[src/rtl/simcomp_pkg.sv]
// simcomp_pkg
//   Shared constants and types for the SIMCOMP memory responder: default
//   address/data widths and depth, default wait-state count, the SIMCOMP
//   opcodes that touch memory, and the responder state encoding.
package simcomp_pkg;

  localparam int SIMCOMP_ADDR_W      = 8;
  localparam int SIMCOMP_DATA_W      = 16;
  localparam int SIMCOMP_DEPTH       = 128;
  localparam int SIMCOMP_WAIT_CYCLES = 2;

  localparam logic [3:0] OP_LOAD  = 4'h3;
  localparam logic [3:0] OP_ADD   = 4'h7;
  localparam logic [3:0] OP_STORE = 4'hB;

  typedef enum logic [1:0] {
    ST_IDLE = 2'd0,
    ST_WAIT = 2'd1,
    ST_RESP = 2'd2
  } resp_state_t;

  // Index width for a storage of 'depth' words (at least one bit).
  function automatic int idx_width(input int depth);
    return (depth > 1) ? $clog2(depth) : 1;
  endfunction

endpackage

[src/rtl/simcomp_mem_array.sv]
// simcomp_mem_array
//   DEPTH x DATA_W word store with two synchronous write ports and one
//   asynchronous read port. Contents have no reset. Callers are expected to
//   range-check addresses before asserting a write enable.
// Ports
//   clock    in   rising-edge clock
//   hs_we    in   handshake write enable (higher priority)
//   hs_idx   in   handshake write index
//   hs_data  in   handshake write data
//   pl_we    in   preload write enable (lower priority)
//   pl_idx   in   preload write index
//   pl_data  in   preload write data
//   rd_idx   in   read index
//   rd_data  out  read data (combinational)
module simcomp_mem_array
  import simcomp_pkg::*;
#(
  parameter int DEPTH  = SIMCOMP_DEPTH,
  parameter int DATA_W = SIMCOMP_DATA_W,
  parameter int IDX_W  = idx_width(DEPTH)
) (
  input  logic              clock,
  input  logic              hs_we,
  input  logic [IDX_W-1:0]  hs_idx,
  input  logic [DATA_W-1:0] hs_data,
  input  logic              pl_we,
  input  logic [IDX_W-1:0]  pl_idx,
  input  logic [DATA_W-1:0] pl_data,
  input  logic [IDX_W-1:0]  rd_idx,
  output logic [DATA_W-1:0] rd_data
);

  logic [DATA_W-1:0] mem [DEPTH];

  // Both ports may write in the same cycle; when they hit the same word the
  // later assignment (handshake) is the one that lands.
  always_ff @(posedge clock) begin
    if (pl_we) mem[pl_idx] <= pl_data;
    if (hs_we) mem[hs_idx] <= hs_data;
  end

  assign rd_data = mem[rd_idx];

endmodule

[src/rtl/simcomp_mem_responder.sv]
// simcomp_mem_responder
//   Memory-side responder for the SIMCOMP processor. Accepts read/write
//   requests over a four-phase req/ack handshake, inserts WAIT_CYCLES wait
//   states, commits the access on the first edge in RESP, and flags
//   out-of-range addresses. A backdoor preload port writes the store at any
//   time.
// Ports
//   clock    in   rising-edge clock
//   reset    in   synchronous active-high reset
//   req      in   request level, held until ack is seen
//   we       in   1 = write, 0 = read (sampled with req in IDLE)
//   addr     in   word address (sampled with req in IDLE)
//   wdata    in   write data (sampled with req in IDLE)
//   rdata    out  read data, valid while ack=1 on a read
//   ack      out  response, held until req is sampled low
//   err      out  out-of-range access, valid while ack=1
//   busy     out  high in every state except IDLE
//   pl_en    in   preload write enable
//   pl_addr  in   preload address
//   pl_data  in   preload data
//
// state   | meaning
// --------+---------------------------------------------------------------
// ST_IDLE | waiting for req; request fields latched when req is sampled 1
// ST_WAIT | wait-state down-counter running; exits when it reads zero
// ST_RESP | ack=0: commit edge (access + ack<=1); ack=1: hold until req low
module simcomp_mem_responder
  import simcomp_pkg::*;
#(
  parameter int ADDR_W      = SIMCOMP_ADDR_W,
  parameter int DATA_W      = SIMCOMP_DATA_W,
  parameter int DEPTH       = SIMCOMP_DEPTH,
  parameter int WAIT_CYCLES = SIMCOMP_WAIT_CYCLES
) (
  input  logic              clock,
  input  logic              reset,
  input  logic              req,
  input  logic              we,
  input  logic [ADDR_W-1:0] addr,
  input  logic [DATA_W-1:0] wdata,
  output logic [DATA_W-1:0] rdata,
  output logic              ack,
  output logic              err,
  output logic              busy,
  input  logic              pl_en,
  input  logic [ADDR_W-1:0] pl_addr,
  input  logic [DATA_W-1:0] pl_data
);

  localparam int              IDX_W     = idx_width(DEPTH);
  localparam logic [ADDR_W:0] DEPTH_X   = (ADDR_W+1)'(DEPTH);
  localparam logic [3:0]      WAIT_LOAD = 4'((WAIT_CYCLES > 0) ? WAIT_CYCLES - 1 : 0);

  resp_state_t       state;
  logic [3:0]        wait_cnt;
  logic [ADDR_W-1:0] addr_q;
  logic              we_q;
  logic [DATA_W-1:0] wdata_q;

  logic              addr_ok;
  logic              pl_ok;
  logic              commit;
  logic              hs_we;
  logic [DATA_W-1:0] mem_rd;

  // Range checks use the full address width so nothing aliases into the store.
  assign addr_ok = {1'b0, addr_q} < DEPTH_X;
  assign pl_ok   = {1'b0, pl_addr} < DEPTH_X;

  // First edge in RESP is the only one where ack is still low.
  assign commit  = (state == ST_RESP) && !ack;
  assign hs_we   = commit && we_q && addr_ok;

  simcomp_mem_array #(
    .DEPTH  (DEPTH),
    .DATA_W (DATA_W),
    .IDX_W  (IDX_W)
  ) u_array (
    .clock   (clock),
    .hs_we   (hs_we),
    .hs_idx  (addr_q[IDX_W-1:0]),
    .hs_data (wdata_q),
    .pl_we   (pl_en && pl_ok),
    .pl_idx  (pl_addr[IDX_W-1:0]),
    .pl_data (pl_data),
    .rd_idx  (addr_q[IDX_W-1:0]),
    .rd_data (mem_rd)
  );

  always_ff @(posedge clock) begin
    if (reset) begin
      state    <= ST_IDLE;
      wait_cnt <= '0;
      addr_q   <= '0;
      we_q     <= 1'b0;
      wdata_q  <= '0;
      rdata    <= '0;
      ack      <= 1'b0;
      err      <= 1'b0;
      busy     <= 1'b0;
    end else begin
      case (state)
        ST_IDLE: begin
          if (req) begin
            addr_q  <= addr;
            we_q    <= we;
            wdata_q <= wdata;
            busy    <= 1'b1;
            if (WAIT_CYCLES == 0) begin
              state <= ST_RESP;
            end else begin
              wait_cnt <= WAIT_LOAD;
              state    <= ST_WAIT;
            end
          end
        end

        ST_WAIT: begin
          if (wait_cnt == 4'd0) begin
            state <= ST_RESP;
          end else begin
            wait_cnt <= wait_cnt - 4'd1;
          end
        end

        ST_RESP: begin
          if (!ack) begin
            ack <= 1'b1;
            err <= !addr_ok;
            // Out-of-range returns zero; an in-range write leaves rdata alone.
            if (!addr_ok) begin
              rdata <= '0;
            end else if (!we_q) begin
              rdata <= mem_rd;
            end
          end else if (!req) begin
            ack   <= 1'b0;
            err   <= 1'b0;
            busy  <= 1'b0;
            state <= ST_IDLE;
          end
        end

        default: begin
          state <= ST_IDLE;
          ack   <= 1'b0;
          err   <= 1'b0;
          busy  <= 1'b0;
        end
      endcase
    end
  end

endmodule

[config.mk]
export PLATFORM = sky130hd
export DESIGN_NAME = simcomp_mem_responder
export DESIGN_NICKNAME = d
export VERILOG_FILES = /design/src/rtl/simcomp_pkg.sv /design/src/rtl/simcomp_mem_array.sv /design/src/rtl/simcomp_mem_responder.sv
export SDC_FILE = /design/constraint.sdc
export NUM_CORES = 2
export LEC_CHECK = 0
export CORE_ASPECT_RATIO = 0.5
export CORE_MARGIN = 2
export CORE_UTILIZATION = 57
export DETAILED_ROUTE_END_ITERATION = 10
export PLACE_DENSITY_LB_ADDON = 0.08
export SLEW_MARGIN = 40
export SYNTH_ARGS = -nofsm -noshare
export SYNTH_HDL_FRONTEND = slang
export SYNTH_SLANG_ARGS = --single-unit
[constraint.sdc]
create_clock -name clock -period 4.89 [get_ports clock]
set_input_delay 0.978 -clock clock [delete_from_list [all_inputs] [get_ports clock]]
set_output_delay 0.978 -clock clock [all_outputs]
set_load 0.1 [all_outputs]
==> summary.md <==
| Metric | Value |
|---|---|
| Layout cells sized above 1 | 52.6% |
| Seq/Total Area, Yosys | 58.4% |
| Largest net degree at the start of global routing | 130 |
| Worst min path class | flop to flop |
| Total number of vias | 64100 |
| Final core area utilization | 63.2% |
| Req. time, crit path | 5.60 ns |
| Number of cells produced by synthesis | 6482 |
| Core area | 187000 sq um |
| Synthesis-stage register bit count | 2105 |
| Max-cap violation count | 0 |
| TritonCTS clock tree | yes |
| R2R Setup Slk | 0.88 ns |
| Pwr Total | 39.4 mW |
| CTS root buf | clkbuf_16 |
| RSZ-0062 raised after global routing | false |
| Num CTS Buffers | 196 |
| I/O pins | 72 |
| CP Class | flop to flop |
| Final-report setup violation count | 0 |
| Resized cells post-CTS | 0 |
| Clock Path Buffers | 4 |
| Total gr overflow | 0 |
| Vias in the first global route | 62700 |
| First-pass GRT wire length | 477000 um |
| Critical path's top delay family | flip-flops |
| Final worst slack | 0.884 ns |
| Wirelength, routed | 340000 um |
| Critical path's largest stage delay | 0.92 ns |
| Finished layout cell area | 118000 sq um |
| Min Tclk post-route | 4.01 ns |
| Final TNS setup | 0 ns |
| Dominant synthesized flop cell | edfxtp_1 |
| Number of DRC markers in iteration 0 | 10500 |
| Placed cell count | 8631 |
| Via/cell ratio | 7.14 |
| Post-synth ARST share | 0% |
| Clock latency on the worst-skew pair | 0.88 ns |
| All-Layer GR Usage | 35.1% |
| Worst Path Arrival | 4.71 ns |
| Syn Area/Cell | 16.5 sq um |
| Leakage | 36.8 nW |
| Post-layout net count | 6381 |
| Number of synthesized flops with an enable pin | 2048 |
| Relative slew slack | 31.7% |
| Critical-path cell list | buf_12, buf_12, mux4_2, mux2_2, nor3b_1, nor4_2, a221oi_1, a31oi_1 |
| CTS sink count | 2105 |
| Post-CTS Repair Setup Buffers | 0 |
| Port bufs | 71 |
| CTS Hold Buffers Added | 0 |
| Syn Nets | 6536 |
| Post-detail-place hpwl | 211000 um |
| Num rows | 112 |
| Crit-path most repeated cell | buf_12 |
| Final std cells w/o fill | 8986 |
| Dpl ws | 0.841 ns |
| FILL cells | 13400 |
| Peak supply drop | 291 uV |
| Startpoint types | flop |
| Final Hold Fails | 0 |
| Crit-path max FO | 32 |
| Synthesized area | 107000 sq um |
| Post-synthesis cell type count | 56 |
| Final Hold Slack | 0.466 ns |
| Yosys warns | 0 |
| Starting Density | 57.4% |
| Clk pin slew, worst setup/hold paths | 0.07 ns |
| Fin crit share | 81.9% |
| DRC | 0 |
| Area Growth Syn to Fin | 9.98% |
| Die Span Y | 311 um |
| Buffers & Inverters on Critical Path | 2 |
| DR pass1 iterations | 6 |
| Crit. End Element | flop |
| Fmax | 250 MHz |
| Synth area leader | edfxtp_1 |
| DIE AREA | 192000 sq um |
| Routability cong. | 0.939 |
| Power density cells | 334 nW/um^2 |
| Post-synth top area share | 57.4% |
| Worst-Margin Slew | 1.02 ns |
| Cell Area, Placed | 112000 sq um |
| Clock skew | 0.0515 ns |
| Initial antenna violation count | 26 |
| Wire length per cell | 37.8 um |
| Die X | 617 um |
| Slew Limit Fails | 0 |
| CP max-delay cell | dfxtp_4 |
| H-tree Lvls | 4 |
| Synth area leaders | edfxtp_1 57%, mux2_2 21%, mux4_2 11% |
| Status | complete, no violations |
| Routed Antenna Nets | 0 |
[registers in the layout (all words and copies together) (netlist names), named ones only]
register     count
we_q             1
rdata           16
busy             1
ack              1
wait_cnt         4
err              1
state            2
wdata_q         16
u_array.mem   2048
addr_q           8
[worst paths after layout]
kind / to / from / cells past startpoint
setup / recovery: rdata[9] / flop / 8
hold / removal: rdata[4] / rdata[4] / 2
setup reg to reg: rdata[9] / flop / 8
hold reg to reg: rdata[4] / rdata[4] / 2
[layout make-up]
| type | instances | area [sq um] | area share (%) |
|---|---|---|---|
| flip-flops and latches | 2105 | 62700 | 53.2 |
| multi-input cells | 3555 | 41800 | 35.4 |
| clock buffers | 252 | 5330 | 4.52 |
| repair buffers | 464 | 4210 | 3.57 |
| well taps | 2508 | 3140 | 2.66 |
| clock inverters | 90 | 689 | 0.585 |
| inverters | 5 | 18.8 | 0.0159 |
| diodes | 7 | 17.5 | 0.0149 |
[worst min-delay path, cell delays in order (launching register included)]
cell     delay (ns)
dfxtp_1        0.33
nand2_1        0.05
o21ai_0        0.06
[logic make-up (layout without fill, tap and decap cells)]
group                    Yosys count  count (layout)  synth area share (%)
flip-flops                      2105            2105                  58.4
buffers and inverters            822             811                  3.24
other                              0               7                     0
XOR/XNOR                           2               2                0.0163
AND/OR/NAND/NOR                  456             456                  2.42
multiplexers                    2639            2639                  33.1
AO/OA/AOI/OAI                    457             457                  2.81
adder cells (fa/ha/maj)            1               1                0.0117
[cell usage after synthesis (6+ instances only)]
cell	number
nor2_2	21
a211oi_1	20
mux2_2	1989
nand3_1	25
nand2b_1	12
o22ai_1	107
o211ai_1	16
mux2i_1	57
o22a_1	9
buf_1	36
mux4_2	514
buf_2	150
buf_4	33
a22o_1	24
nor2b_1	41
nor2_1	68
edfxtp_1	2048
dfxtp_1	57
nand2_4	10
o221ai_1	9
nand3b_1	6
nor3_1	23
nand2_1	133
clkbuf_1	587
buf_6	10
mux2_1	79
o41ai_1	9
nor4_1	19
a21oi_1	65
or3b_2	10
a22oi_1	87
or3_1	6
o21ai_0	83
a2111oi_0	16
nor2_4	24
nand2_2	30
[placed cells by master (no fill, tap or decap), types with 30 or more instances in the layout]
cell type	synthesis	layout
edfxtp_1	2048	2048
mux2_2	1989	1989
mux4_2	514	514
buf_4	33	353
clkbuf_16	0	201
nand2_1	133	133
a22oi_1	87	87
mux2_1	79	79
a21oi_1	65	65
nor2_1	68	63
o22ai_1	107	61
mux2i_1	57	57
o21ai_1	0	54
o22ai_2	0	44
nor2_4	24	43
clkinv_1	0	43
clkbuf_1	587	40
nor2b_1	41	39
clkdlybuf4s50_1	0	36
dfxtp_1	57	35
buf_12	0	34
nand2_2	30	30
clkinv_2	0	30
[per-layer routing]
metal | routed length [um] | GRT usage (%) | up-vias
li1 | - | - | 25500
met4 | 12700 | 12.0 | 16
met5 | 113 | 0 | -
met3 | 43400 | 9.90 | 631
met1 | 132000 | 50.5 | 33800
met2 | 151000 | 51.9 | 4188
[power breakdown]
group | total [mW] | switching, mW | internal (mW)
clock network | 15.2 | 6.96 | 8.23
registers | 20.1 | 0.258 | 19.8
logic | 4.13 | 2.51 | 1.62
total | 39.4 | 9.73 | 29.7
Power figures use the tool's default switching activity.
